--- src/rtl/uart_cmd_parser_if.sv ---
// FIFO + register-bus bundle for uart_cmd_parser.
// master: parser side; slave: UART FIFOs and register file side.
interface uart_cmd_parser_if #(
  parameter int HEX_ADDR_DIGITS = 2
);
  localparam int AW = 4 * HEX_ADDR_DIGITS;

  logic [7:0]    rx_fifo_data_out;
  logic          rx_fifo_empty;
  logic          rx_fifo_read_en;
  logic [7:0]    tx_fifo_data_in;
  logic          tx_fifo_write_en;
  logic          tx_fifo_full;
  logic [AW-1:0] reg_addr;
  logic [7:0]    reg_wdata;
  logic          reg_we;
  logic          reg_re;
  logic [7:0]    reg_rdata;
  logic          busy;
  logic [7:0]    err_count;

  modport master (
    input  rx_fifo_data_out,
    input  rx_fifo_empty,
    output rx_fifo_read_en,
    output tx_fifo_data_in,
    output tx_fifo_write_en,
    input  tx_fifo_full,
    output reg_addr,
    output reg_wdata,
    output reg_we,
    output reg_re,
    input  reg_rdata,
    output busy,
    output err_count
  );

  modport slave (
    output rx_fifo_data_out,
    output rx_fifo_empty,
    input  rx_fifo_read_en,
    input  tx_fifo_data_in,
    input  tx_fifo_write_en,
    output tx_fifo_full,
    input  reg_addr,
    input  reg_wdata,
    input  reg_we,
    input  reg_re,
    output reg_rdata,
    input  busy,
    input  err_count
  );
endinterface

--- src/rtl/uart_cmd_parser.sv ---
// ASCII peek/poke parser: RX FIFO lines -> register bus -> TX FIFO reply.
// Ports: clock, reset_n (sync, active-low), bus (uart_cmd_parser_if.master).
module uart_cmd_parser #(
  parameter int HEX_ADDR_DIGITS = 2,
  parameter int MAX_LINE        = 16
) (
  input  logic              clock,
  input  logic              reset_n,
  uart_cmd_parser_if.master bus
);
  localparam int AW = 4 * HEX_ADDR_DIGITS;
  localparam int LW = $clog2(MAX_LINE + 2);
  localparam int CW = $clog2(HEX_ADDR_DIGITS + 1);

  localparam logic [7:0] CH_CR = 8'h0D;
  localparam logic [7:0] CH_LF = 8'h0A;
  localparam logic [7:0] CH_W  = 8'h57;
  localparam logic [7:0] CH_R  = 8'h52;

  localparam logic [31:0] REP_OK = 32'h4F4B0D0A;
  localparam logic [31:0] REP_ER = 32'h45520D0A;

  typedef enum logic [2:0] {
    S_IDLE,
    S_ADDR,
    S_DATA,
    S_WCR,
    S_SKIP,
    S_EXEC,
    S_RDW,
    S_RESP
  } state_t;

  state_t        state_q, state_d;
  logic [7:0]    rx_byte_q;
  logic          rx_vld_q;
  logic [AW-1:0] addr_sh_q, addr_sh_d;
  logic [7:0]    data_sh_q, data_sh_d;
  logic [AW-1:0] addr_q, addr_d;
  logic [7:0]    wdata_q, wdata_d;
  logic          is_wr_q, is_wr_d;
  logic          err_q, err_d;
  logic [CW-1:0] cnt_q, cnt_d;
  logic [LW-1:0] len_q, len_d;
  logic [31:0]   rep_q, rep_d;
  logic [1:0]    idx_q, idx_d;
  logic [7:0]    ecnt_q, ecnt_d;

  logic [7:0] ch;
  logic       is_cr;
  logic       is_lf;
  logic       is_hex;
  logic [3:0] nib;
  logic       rx_state;
  logic       pop;
  logic       over;

  function automatic logic [7:0] hex_ch(
    input logic [3:0] n
  );
    return (n < 4'd10) ? (8'h30 + {4'h0, n})
                       : (8'h37 + {4'h0, n});
  endfunction

  // Upper-case the byte and classify it.
  always_comb begin
    ch = rx_byte_q;
    if (rx_byte_q >= 8'h61 && rx_byte_q <= 8'h7A)
      ch = rx_byte_q - 8'h20;
    is_cr  = (ch == CH_CR);
    is_lf  = (ch == CH_LF);
    is_hex = 1'b0;
    nib    = 4'h0;
    if (ch >= 8'h30 && ch <= 8'h39) begin
      is_hex = 1'b1;
      nib    = 4'(ch - 8'h30);
    end else if (ch >= 8'h41 && ch <= 8'h46) begin
      is_hex = 1'b1;
      nib    = 4'(ch - 8'h37);
    end
  end

  // rx_vld_q doubles as the pop strobe and the one-cycle pop gap.
  assign rx_state = (state_q == S_IDLE) ||
                    (state_q == S_ADDR) ||
                    (state_q == S_DATA) ||
                    (state_q == S_WCR)  ||
                    (state_q == S_SKIP);
  assign pop = rx_state && !rx_vld_q &&
               !bus.rx_fifo_empty;

  always_comb begin
    state_d   = state_q;
    addr_sh_d = addr_sh_q;
    data_sh_d = data_sh_q;
    addr_d    = addr_q;
    wdata_d   = wdata_q;
    is_wr_d   = is_wr_q;
    err_d     = err_q;
    cnt_d     = cnt_q;
    len_d     = len_q;
    rep_d     = rep_q;
    idx_d     = idx_q;
    ecnt_d    = ecnt_q;
    over      = 1'b0;

    unique case (state_q)
      S_IDLE: begin
        if (rx_vld_q && !is_lf) begin
          unique case (1'b1)
            is_cr: ;
            (ch == CH_W || ch == CH_R): begin
              is_wr_d = (ch == CH_W);
              cnt_d   = '0;
              state_d = S_ADDR;
            end
            default: begin
              err_d   = 1'b1;
              state_d = S_SKIP;
            end
          endcase
        end
      end
      S_ADDR: begin
        if (rx_vld_q && !is_lf) begin
          unique case (1'b1)
            is_cr: begin
              err_d   = 1'b1;
              state_d = S_RESP;
            end
            is_hex: begin
              addr_sh_d = AW'({addr_sh_q, nib});
              if (cnt_q == CW'(HEX_ADDR_DIGITS - 1)) begin
                cnt_d   = '0;
                state_d = is_wr_q ? S_DATA : S_WCR;
              end else begin
                cnt_d = cnt_q + 1'b1;
              end
            end
            default: begin
              err_d   = 1'b1;
              state_d = S_SKIP;
            end
          endcase
        end
      end
      S_DATA: begin
        if (rx_vld_q && !is_lf) begin
          unique case (1'b1)
            is_cr: begin
              err_d   = 1'b1;
              state_d = S_RESP;
            end
            is_hex: begin
              data_sh_d = {data_sh_q[3:0], nib};
              if (cnt_q == CW'(1)) begin
                cnt_d   = '0;
                state_d = S_WCR;
              end else begin
                cnt_d = cnt_q + 1'b1;
              end
            end
            default: begin
              err_d   = 1'b1;
              state_d = S_SKIP;
            end
          endcase
        end
      end
      S_WCR: begin
        if (rx_vld_q && !is_lf) begin
          if (is_cr) begin
            if (err_q) begin
              state_d = S_RESP;
            end else begin
              // Bus fields update only for a clean line.
              addr_d = addr_sh_q;
              if (is_wr_q)
                wdata_d = data_sh_q;
              state_d = S_EXEC;
            end
          end else begin
            err_d   = 1'b1;
            state_d = S_SKIP;
          end
        end
      end
      S_SKIP: begin
        if (rx_vld_q && is_cr)
          state_d = S_RESP;
      end
      S_EXEC: begin
        state_d = is_wr_q ? S_RESP : S_RDW;
      end
      S_RDW: begin
        state_d = S_RESP;
      end
      S_RESP: begin
        if (!bus.tx_fifo_full) begin
          rep_d = {rep_q[23:0], 8'h00};
          idx_d = idx_q + 1'b1;
          if (idx_q == 2'd3) begin
            err_d   = 1'b0;
            state_d = S_IDLE;
          end
        end
      end
    endcase

    // Line length guard on every printable byte.
    if (rx_vld_q && !is_lf && !is_cr) begin
      if (len_q != LW'(MAX_LINE + 1))
        len_d = len_q + 1'b1;
      over = (len_q >= LW'(MAX_LINE));
      if (over) begin
        err_d   = 1'b1;
        state_d = S_SKIP;
      end
    end

    // Reply is chosen once, on entry to RESP.
    if (state_d == S_RESP && state_q != S_RESP) begin
      idx_d = 2'd0;
      if (err_d) begin
        rep_d = REP_ER;
        if (ecnt_q != 8'hFF)
          ecnt_d = ecnt_q + 1'b1;
      end else if (state_q == S_RDW) begin
        rep_d = {hex_ch(bus.reg_rdata[7:4]),
                 hex_ch(bus.reg_rdata[3:0]),
                 CH_CR, CH_LF};
      end else begin
        rep_d = REP_OK;
      end
    end

    if (state_d == S_IDLE) begin
      len_d = '0;
      err_d = 1'b0;
    end
  end

  always_ff @(posedge clock) begin
    if (!reset_n) begin
      state_q   <= S_IDLE;
      rx_byte_q <= 8'h00;
      rx_vld_q  <= 1'b0;
      addr_sh_q <= '0;
      data_sh_q <= 8'h00;
      addr_q    <= '0;
      wdata_q   <= 8'h00;
      is_wr_q   <= 1'b0;
      err_q     <= 1'b0;
      cnt_q     <= '0;
      len_q     <= '0;
      rep_q     <= 32'h0;
      idx_q     <= 2'd0;
      ecnt_q    <= 8'h00;
    end else begin
      state_q   <= state_d;
      rx_vld_q  <= pop;
      if (pop)
        rx_byte_q <= bus.rx_fifo_data_out;
      addr_sh_q <= addr_sh_d;
      data_sh_q <= data_sh_d;
      addr_q    <= addr_d;
      wdata_q   <= wdata_d;
      is_wr_q   <= is_wr_d;
      err_q     <= err_d;
      cnt_q     <= cnt_d;
      len_q     <= len_d;
      rep_q     <= rep_d;
      idx_q     <= idx_d;
      ecnt_q    <= ecnt_d;
    end
  end

  assign bus.rx_fifo_read_en  = rx_vld_q;
  assign bus.tx_fifo_write_en = (state_q == S_RESP) &&
                                !bus.tx_fifo_full;
  assign bus.tx_fifo_data_in  = (state_q == S_RESP) ?
                                rep_q[31:24] : 8'h00;
  assign bus.reg_addr         = addr_q;
  assign bus.reg_wdata        = wdata_q;
  assign bus.reg_we           = (state_q == S_EXEC) && is_wr_q;
  assign bus.reg_re           = (state_q == S_EXEC) && !is_wr_q;
  assign bus.busy             = (state_q != S_IDLE);
  assign bus.err_count        = ecnt_q;

endmodule

--- src/flat_wrapper.sv ---
// flat-port wrapper written by rule: the top's interface ports become plain ports
module uart_cmd_parser_flat 
#(
  parameter int HEX_ADDR_DIGITS = 2,
  parameter int MAX_LINE        = 16
)
  (clock, reset_n, bus_rx_fifo_data_out, bus_rx_fifo_empty, bus_rx_fifo_read_en, bus_tx_fifo_data_in, bus_tx_fifo_write_en, bus_tx_fifo_full, bus_reg_addr, bus_reg_wdata, bus_reg_we, bus_reg_re, bus_reg_rdata, bus_busy, bus_err_count);
  uart_cmd_parser_if #(.HEX_ADDR_DIGITS(HEX_ADDR_DIGITS)) bus_i ();
  input  logic clock;
  input  logic reset_n;
  input wire logic [$bits(bus_i.rx_fifo_data_out)-1:0] bus_rx_fifo_data_out;
  input wire logic [$bits(bus_i.rx_fifo_empty)-1:0] bus_rx_fifo_empty;
  output wire logic [$bits(bus_i.rx_fifo_read_en)-1:0] bus_rx_fifo_read_en;
  output wire logic [$bits(bus_i.tx_fifo_data_in)-1:0] bus_tx_fifo_data_in;
  output wire logic [$bits(bus_i.tx_fifo_write_en)-1:0] bus_tx_fifo_write_en;
  input wire logic [$bits(bus_i.tx_fifo_full)-1:0] bus_tx_fifo_full;
  output wire logic [$bits(bus_i.reg_addr)-1:0] bus_reg_addr;
  output wire logic [$bits(bus_i.reg_wdata)-1:0] bus_reg_wdata;
  output wire logic [$bits(bus_i.reg_we)-1:0] bus_reg_we;
  output wire logic [$bits(bus_i.reg_re)-1:0] bus_reg_re;
  input wire logic [$bits(bus_i.reg_rdata)-1:0] bus_reg_rdata;
  output wire logic [$bits(bus_i.busy)-1:0] bus_busy;
  output wire logic [$bits(bus_i.err_count)-1:0] bus_err_count;
  assign bus_i.rx_fifo_data_out = bus_rx_fifo_data_out;
  assign bus_i.rx_fifo_empty = bus_rx_fifo_empty;
  assign bus_rx_fifo_read_en = bus_i.rx_fifo_read_en;
  assign bus_tx_fifo_data_in = bus_i.tx_fifo_data_in;
  assign bus_tx_fifo_write_en = bus_i.tx_fifo_write_en;
  assign bus_i.tx_fifo_full = bus_tx_fifo_full;
  assign bus_reg_addr = bus_i.reg_addr;
  assign bus_reg_wdata = bus_i.reg_wdata;
  assign bus_reg_we = bus_i.reg_we;
  assign bus_reg_re = bus_i.reg_re;
  assign bus_i.reg_rdata = bus_reg_rdata;
  assign bus_busy = bus_i.busy;
  assign bus_err_count = bus_i.err_count;
  uart_cmd_parser #(.HEX_ADDR_DIGITS(HEX_ADDR_DIGITS), .MAX_LINE(MAX_LINE)) u_core (.clock(clock), .reset_n(reset_n), .bus(bus_i));
endmodule
--- config.mk ---
export PLATFORM = sky130hd
export DESIGN_NAME = uart_cmd_parser_flat
export DESIGN_NICKNAME = d
export VERILOG_FILES = /design/src/rtl/uart_cmd_parser_if.sv /design/src/rtl/uart_cmd_parser.sv /design/src/flat_wrapper.sv
export SDC_FILE = /design/constraint.sdc
export NUM_CORES = 1
export LEC_CHECK = 0
export ABC_AREA = 1
export CAP_MARGIN = 20
export CELL_PAD_IN_SITES_DETAIL_PLACEMENT = 2
export CELL_PAD_IN_SITES_GLOBAL_PLACEMENT = 2
export CORE_UTILIZATION = 28
export CTS_BUF_LIST = sky130_fd_sc_hd__clkbuf_8 sky130_fd_sc_hd__clkbuf_16
export CTS_CLUSTER_SIZE = 10
export DETAILED_ROUTE_END_ITERATION = 6
export GPL_TIMING_DRIVEN = 0
export HOLD_SLACK_MARGIN = 0.1
export PLACE_DENSITY = 0.77
export SLEW_MARGIN = 20
export SYNTH_ARGS = -nofsm -noshare
export SYNTH_HDL_FRONTEND = slang
export SYNTH_SLANG_ARGS = --single-unit
--- constraint.sdc ---
create_clock -name clock -period 2.5 [get_ports clock]
set_input_delay 0.75 -clock clock [delete_from_list [all_inputs] [get_ports clock]]
set_output_delay 0.75 -clock clock [all_outputs]
set_load 0.02 [all_outputs]
==> impl_metrics.tcl, run 1 <==
set metrics [dict create \
    area_growth_pct 49.9 \
    finalCriticalPeriod_ps 3200 \
    cts_max_level 3 \
    core_area_um2 14700 \
    reg2reg_to "u_core.rep_q[16]$_SDFFE_PN0P_" \
    postSynthAreaPerCell_um2 6.89 \
    r2r_start "u_core.rx_byte_q[3]$_SDFFE_PN0P_" \
    worstMarginPinSlew_ps 807 \
    stdcell_area_um2 6380 \
    rows 44 \
    synth_ff_type "dfxtp_1" \
    setup_slack_ps -702 \
    p_sw_frac 0.294 \
    clk_pin_slew_ps 70 \
    reg2reg_slack_ps -700 \
    grt.total_usage 0.223 \
    cts-root-buf "clkbuf_16" \
    postRouteAntennaNets 0 \
    powerDensity_nw_per_um2 487 \
    cts_made_buffers 9 \
    finClkSkew_ps 11.6 \
    p_switching_w 0.000915 \
    intPower_w 0.00219 \
    cts_tree "built" \
    power_frac_comb 0.154 \
    dp_hpwl_mm 10.6 \
    io_pins 57 \
    worst_path_largest_cell_delay_ps 320 \
    hold_path_end "u_core.bus.reg_wdata[6]$_SDFFE_PN0P_" \
    hp-start "u_core.bus.reg_wdata[6]$_SDFFE_PN0P_" \
    vias_per_cell 5.26 \
    path_max_fanout 9 \
    max_slew_margin 0.462 \
    fin_crit_sh 1.28 \
    ys_warn_count 0 \
    clockPowerShare 0.426 \
    grt_setup_unrepaired "yes" \
    path_cells "buf_6 > nor2_1 > nand2_4 > nand2_4 > a21oi_4 > nand2_4 > nand2_4 > a21oi_4 > nand3_4 > nand2_8 > nor2_4 > o21ai_1 > nand3_2 > nand3_4 > nand2_4 > nor2_4 > buf_8 > nand2_1 > nand2_1 > a21oi_1" \
    clockBufferDepth 2 \
    grt_pass1_vias 5075 \
    cp-start-kind "register" \
    final_max_slew_viol_count 0 \
    cts.sinks 80 \
    vias 4846 \
    numPortBuffers 55 \
    worstHoldPathCells 2 \
    fmax_mhz 312 \
    rr_worst_depth 20 \
    slowest_stage "dfxtp_1" \
    crit_arrival_ps 3390 \
    synth_cells 618 \
    drive_gt1_frac 0.296 \
    violations "design-rule violations, negative setup slack" \
    synth_cell_types 40 \
    p_seq_frac 0.421 \
    p_leak_nw 2.58 \
    dr.pass1.iters 7 \
    fin_nets 766 \
    critical_path_depth 20 \
    setup_viol 76 \
    required_ps 2690 \
    status "complete, but fails checks" \
    drt_iter0_markers 260 \
    crit_buf_inv 2 \
    layout_commonest_cell "nor2_1" \
    synth_area_um2 4260 \
    grt_first_pass_wirelength_mm 27.4 \
    ys_ff_latch 80 \
    finalHoldWorstSlack_ps 451 \
    fillerInstances 1629 \
    critPathKind "register to register" \
    synth_edf_count 0 \
    drc 4 \
    maxCapViolCount 0 \
    antenna_found_initial 0 \
    grt-ovfl-total 0 \
    grt_max_degree 14 \
    die_y_um 125 \
    vdd_drop_max_uv 295 \
    initial_core_util 0.290 \
    min_path_type "register to register" \
    synth_seq_area_share 0.376 \
    async_reset_ff_frac 0 \
    hold_viol_final 0 \
    end_kind "register" \
    clk_latency_ps 350 \
    detail_route.wl_per_cell_um 23.0 \
    critPathTopFamily "simple AND/OR/NAND/NOR gates" \
    synth_nets 652 \
    die_area_um2 15700 \
    gp_congestion 0.836 \
    n_antenna_cell 0 \
    dpl_cell_area_um2 5040 \
    crit_path_frequent_cell "nand2_4" \
    die_w_um 125 \
    layout_common_cells "nor2_1, dfxtp_1, inv_1" \
    totalWireLength_mm 21.1 \
]
## power by group through the flow
stage	Sequential (W)	Combinational (W)	Clock, W
2_1_floorplan	0.00133	0.000176	0
3_3_place_gp	0.00133	0.000271	0
3_5_place_dp	0.00133	0.000287	0
4_1_cts	0.00130	0.000360	0.00132
5_1_grt	0.00131	0.000506	0.00138
6_report	0.00131	0.000477	0.00132
## cell usage after synthesis, types with 5 or more instances
master	count	share of area
a21oi_1	58	0.068
clkbuf_1	11	0.0097
dfxtp_1	80	0.38
ha_1	14	0.041
inv_1	75	0.066
nand2_1	96	0.085
nand2_2	9	0.013
nand3_1	36	0.042
nand3_2	5	0.012
nor2_1	106	0.093
nor2_2	6	0.0088
nor3_1	8	0.0094
o21ai_0	55	0.065
o21ai_1	5	0.0059
xor2_1	7	0.014
## worst min-delay path, stage by stage (launching register included)
cell     delay, ps
dfxtp_1        310
inv_1           50
a21oi_1         50
## what timing repair did
| action | 4_1_cts | 5_1_grt |
|---|---|---|
| hold buffers | 0 | 0 |
| pin swaps | 22 | 31 |
| setup endpoints to repair | 82 | 77 |
| buffers inserted | 25 | 19 |
| cloned | 3 | 1 |
| hold endpoints to repair | 0 | 0 |
| gates resized for setup | 93 | 127 |
## area by class of cell
type	instances	area, um^2	share of cell area
sequential	80	1620	0.253
clock inverter	5	30.0	0.00470
buffer	19	158	0.0247
inverter	84	347	0.0543
clock buffer	11	253	0.0396
timing repair inverter	1	5.00	0.000784
tap	184	230	0.0361
timing repair buffer	102	955	0.150
multi-input combinational	435	2790	0.437
## routing by layer
metal | track usage | routed length (um) | vias up | share of wire
met1 | 0.279 | 9070 | 2455 | 0.43
met4 | 0.0796 | 624 | 0 | 0.030
met2 | 0.386 | 10800 | 121 | 0.51
met3 | 0.0355 | 643 | 54 | 0.030
li1 | - | - | 2216 | -
met5 | 0 | 0 | - | 0
## kinds of logic (layout without fill, tap and decap cells)
| family | count (synthesis) | after routing | share of synthesized area |
|---|---|---|---|
| other cells | 1 | 1 | 0.000880 |
| flops | 80 | 80 | 0.376 |
| fa+ha+maj | 14 | 14 | 0.0411 |
| compound gates | 129 | 129 | 0.158 |
| xor+xnor | 11 | 11 | 0.0226 |
| buf+inv | 103 | 222 | 0.102 |
| simple gates | 280 | 280 | 0.300 |
## how the worst max path moves through the flow
| stage | slack, ps | to | from |
|---|---|---|---|
| floorplan | 2 | u_core.bus.err_count[1]$_SDFFE_PN0P_ | u_core.rx_byte_q[1]$_SDFFE_PN0P_ |
| global placement | -770 | bus_tx_fifo_write_en | u_core.state_q[2]$_SDFF_PN0_ |
| detailed placement | -840 | bus_tx_fifo_write_en | u_core.state_q[2]$_SDFF_PN0_ |
| CTS | -340 | u_core.rep_q[24]$_SDFFE_PN0P_ | u_core.rx_byte_q[1]$_SDFFE_PN0P_ |
| global route | -750 | u_core.rep_q[28]$_SDFFE_PN0P_ | u_core.rx_byte_q[3]$_SDFFE_PN0P_ |
| finish | -700 | u_core.rep_q[16]$_SDFFE_PN0P_ | u_core.rx_byte_q[3]$_SDFFE_PN0P_ |
## state kept, by name, summed over array words and instances (netlist names), 3 cells and up
name and count:
u_core.state_q 3, u_core.bus.reg_addr 8, u_core.addr_sh_q 8, u_core.bus.err_count 8, u_core.data_sh_q 8, u_core.bus.reg_wdata 8
u_core.rep_q 17, u_core.rx_byte_q 8, u_core.len_q 5
## metrics by stage
step / TNS, ps / util / cells / total power (W) / setup slack (ps)
detailed placement: -36810 / 0.343 / 857 / 0.00162 / -840
floorplan: 0 / - / 618 / 0.00150 / 1.53
finish: -24530 / 0.434 / 921 / 0.00311 / -702
CTS: -8810 / 0.394 / 901 / 0.00298 / -339
global placement: -26090 / 0.343 / 857 / 0.00160 / -770
global route: -29700 / 0.434 / 921 / 0.00319 / -748
Note: power is estimated with default switching activity, not from simulation.
==> run 2, diff against run 1 <==
- CORE_UTILIZATION: 28 -> 30
- PLACE_DENSITY: 0.77 -> 0.78
- SETUP_SLACK_MARGIN: not set -> 0.05
- clock period: 2.5 -> 3.85 ns (I/O delays scaled with it)
==> impl_metrics.tcl, run 2 (synthesis results as in run 1) <==
set metrics [dict create \
    status "complete, no violations" \
    die_w_um 121 \
    cp-start-kind "register" \
    clockBufferDepth 2 \
    required_ps 2690 \
    totalWireLength_mm 14.7 \
    clk_latency_ps 340 \
    n_antenna_cell 0 \
    dp_hpwl_mm 10.7 \
    numPortBuffers 55 \
    max_slew_margin 0.606 \
    die_area_um2 14700 \
    worst_path_largest_cell_delay_ps 620 \
    hold_viol_final 0 \
    vias_per_cell 5.01 \
    cts.sinks 80 \
    grt_pass1_vias 4721 \
    cts_tree "built" \
    regArea_um2 1600 \
    cts_max_level 3 \
    grt_first_pass_wirelength_mm 24.0 \
    cts_hold_buf 0 \
    cts-root-buf "clkbuf_16" \
    io_pins 57 \
    drc 0 \
    crit_arrival_ps 2410 \
    p_leak_nw 2.21 \
    antenna_found_initial 0 \
    reg2reg_slack_ps 460 \
    r2r_start "u_core.rx_byte_q[1]$_SDFFE_PN0P_" \
    vias 4363 \
    initial_core_util 0.307 \
    area_growth_pct 26.8 \
    worstHoldPathCells 2 \
    final_max_slew_viol_count 0 \
    dpl_cell_area_um2 5040 \
    core_area_um2 13900 \
    fmax_mhz 280 \
    drt_iter0_markers 143 \
    die_y_um 121 \
    hp-start "u_core.cnt_q[1]$_SDFFE_PN0P_" \
    layout_commonest_cell "nor2_1" \
    grt-ovfl-total 0 \
    dr.pass1.iters 4 \
    finClkSkew_ps 6.40 \
    drive_gt1_frac 0.0913 \
    rows 43 \
    rr_worst_depth 25 \
    grt_setup_unrepaired "no" \
    hold_path_end "u_core.cnt_q[1]$_SDFFE_PN0P_" \
    grt.total_usage 0.211 \
    layout_common_cells "nor2_1, nand2_1, dfxtp_1" \
    clk_pin_slew_ps 70 \
    critPathKind "register to output port" \
    fillerInstances 1667 \
    fin_nets 719 \
    reg2reg_to "u_core.bus.err_count[0]$_SDFFE_PN0P_" \
    path_max_fanout 10 \
    end_kind "output port" \
    vdd_drop_max_uv 137 \
    multiInputGateArea_um2 2230 \
    largest_reg_flops 17 \
    final_util 0.389 \
    postRouteAntennaNets 0 \
    gp_congestion 0.860 \
    stdcell_area_um2 5400 \
    min_path_type "register to register" \
    maxCapViolCount 0 \
    cts_made_buffers 9 \
    powerDensity_nw_per_um2 382 \
    detail_route.wl_per_cell_um 16.9 \
    worstMarginPinSlew_ps 591 \
    finalHoldWorstSlack_ps 444 \
    setup_viol 0 \
    finalCriticalPeriod_ps 3570 \
    fin_crit_sh 0.926 \
    slowest_stage "clkdlybuf4s50_1" \
    grt_max_degree 15 \
    regMostFlops "u_core.rep_q" \
    path_cells "buf_2 > inv_1 > nor2_1 > clkinv_1 > nor2_4 > clkdlybuf4s50_1" \
]
[run 2: cell count changes in the layout (fill, tap and decap cells not counted), moves of 11 or more]
cell	change
a21oi_2	-12
nand3_1	+13
nand2_2	-13
nand2_4	-12
nor2_1	+18
a21oi_1	+16
buf_4	-37
nand2_1	+28
o21ai_0	+12
clkdlybuf4s50_1	+11
[run 2: worst max path at each step]
stage                            startpoint                endpoint  slack [ps]
2_1_floorplan              bus_tx_fifo_full    bus_tx_fifo_write_en        1080
3_3_place_gp               bus_tx_fifo_full    bus_tx_fifo_write_en        -170
3_5_place_dp               bus_tx_fifo_full    bus_tx_fifo_write_en        -190
4_1_cts        u_core.state_q[2]$_SDFF_PN0_    bus_tx_fifo_write_en         240
5_1_grt        u_core.state_q[2]$_SDFF_PN0_  bus_tx_fifo_data_in[1]          70
6_report       u_core.state_q[2]$_SDFF_PN0_    bus_tx_fifo_write_en         280
[run 2: metrics by stage]
stage / worst slack [ps] / total power [W] / cells / TNS, ps
2_1_floorplan: 1080 / 0.000976 / 618 / 0
4_1_cts: 236 / 0.00209 / 870 / 0
3_3_place_gp: -172 / 0.00104 / 853 / -172
5_1_grt: 66.6 / 0.00214 / 870 / 0
6_report: 285 / 0.00206 / 870 / 0
3_5_place_dp: -192 / 0.00105 / 853 / -192
[run 2: area by class of cell]
| type | count | area share |
|---|---|---|
| Multi-Input combinational cell | 435 | 0.412 |
| Sequential cell | 80 | 0.296 |
| Tap cell | 180 | 0.0417 |
| Inverter | 84 | 0.0593 |
| Clock inverter | 6 | 0.0215 |
| Clock buffer | 10 | 0.0442 |
| Buffer | 19 | 0.0213 |
| Timing Repair Buffer | 56 | 0.103 |
[run 2: timing repair]
| item | 4_1_cts | 5_1_grt |
|---|---|---|
| gates resized for setup | 1 | 0 |
| endpoints found under the setup margin | 1 | 0 |
| setup buffers | 1 | 0 |
| hold endpoints to repair | 0 | 0 |
[run 2: report_power, final]
| group | total [W] | internal [W] | leakage (nW) | switching (W) |
|---|---|---|---|---|
| Sequential | 0.000846 | 0.000836 | 0.647 | 0.00000921 |
| Clock | 0.00103 | 0.000655 | 0.173 | 0.000376 |
| Combinational | 0.000187 | 0.0000624 | 1.39 | 0.000125 |
| Total | 0.00206 | 0.00155 | 2.21 | 0.000510 |
[run 2: metal layers]
metal / track usage / vias up / routed length, um
li1: - / 2111 / -
met1: 0.261 / 2172 / 6580
met2: 0.372 / 66 / 7410
met3: 0.0334 / 14 / 465
met5: 0 / - / 0
met4: 0.0656 / 0 / 219
[run 2: critical path: cells and delay by family, from the launching register on]
family / cells / cell delay (ps)
simple gates: 2 / 400
flops: 1 / 310
buf+inv: 4 / 1360
==> run 3, diff against run 2 <==
- CTS_CLUSTER_SIZE: 10 -> 14
- SKIP_LAST_GASP: not set -> 1
==> results of run 3 <==
Same layout as run 2: the final DEF is identical, and so are final timing and power.
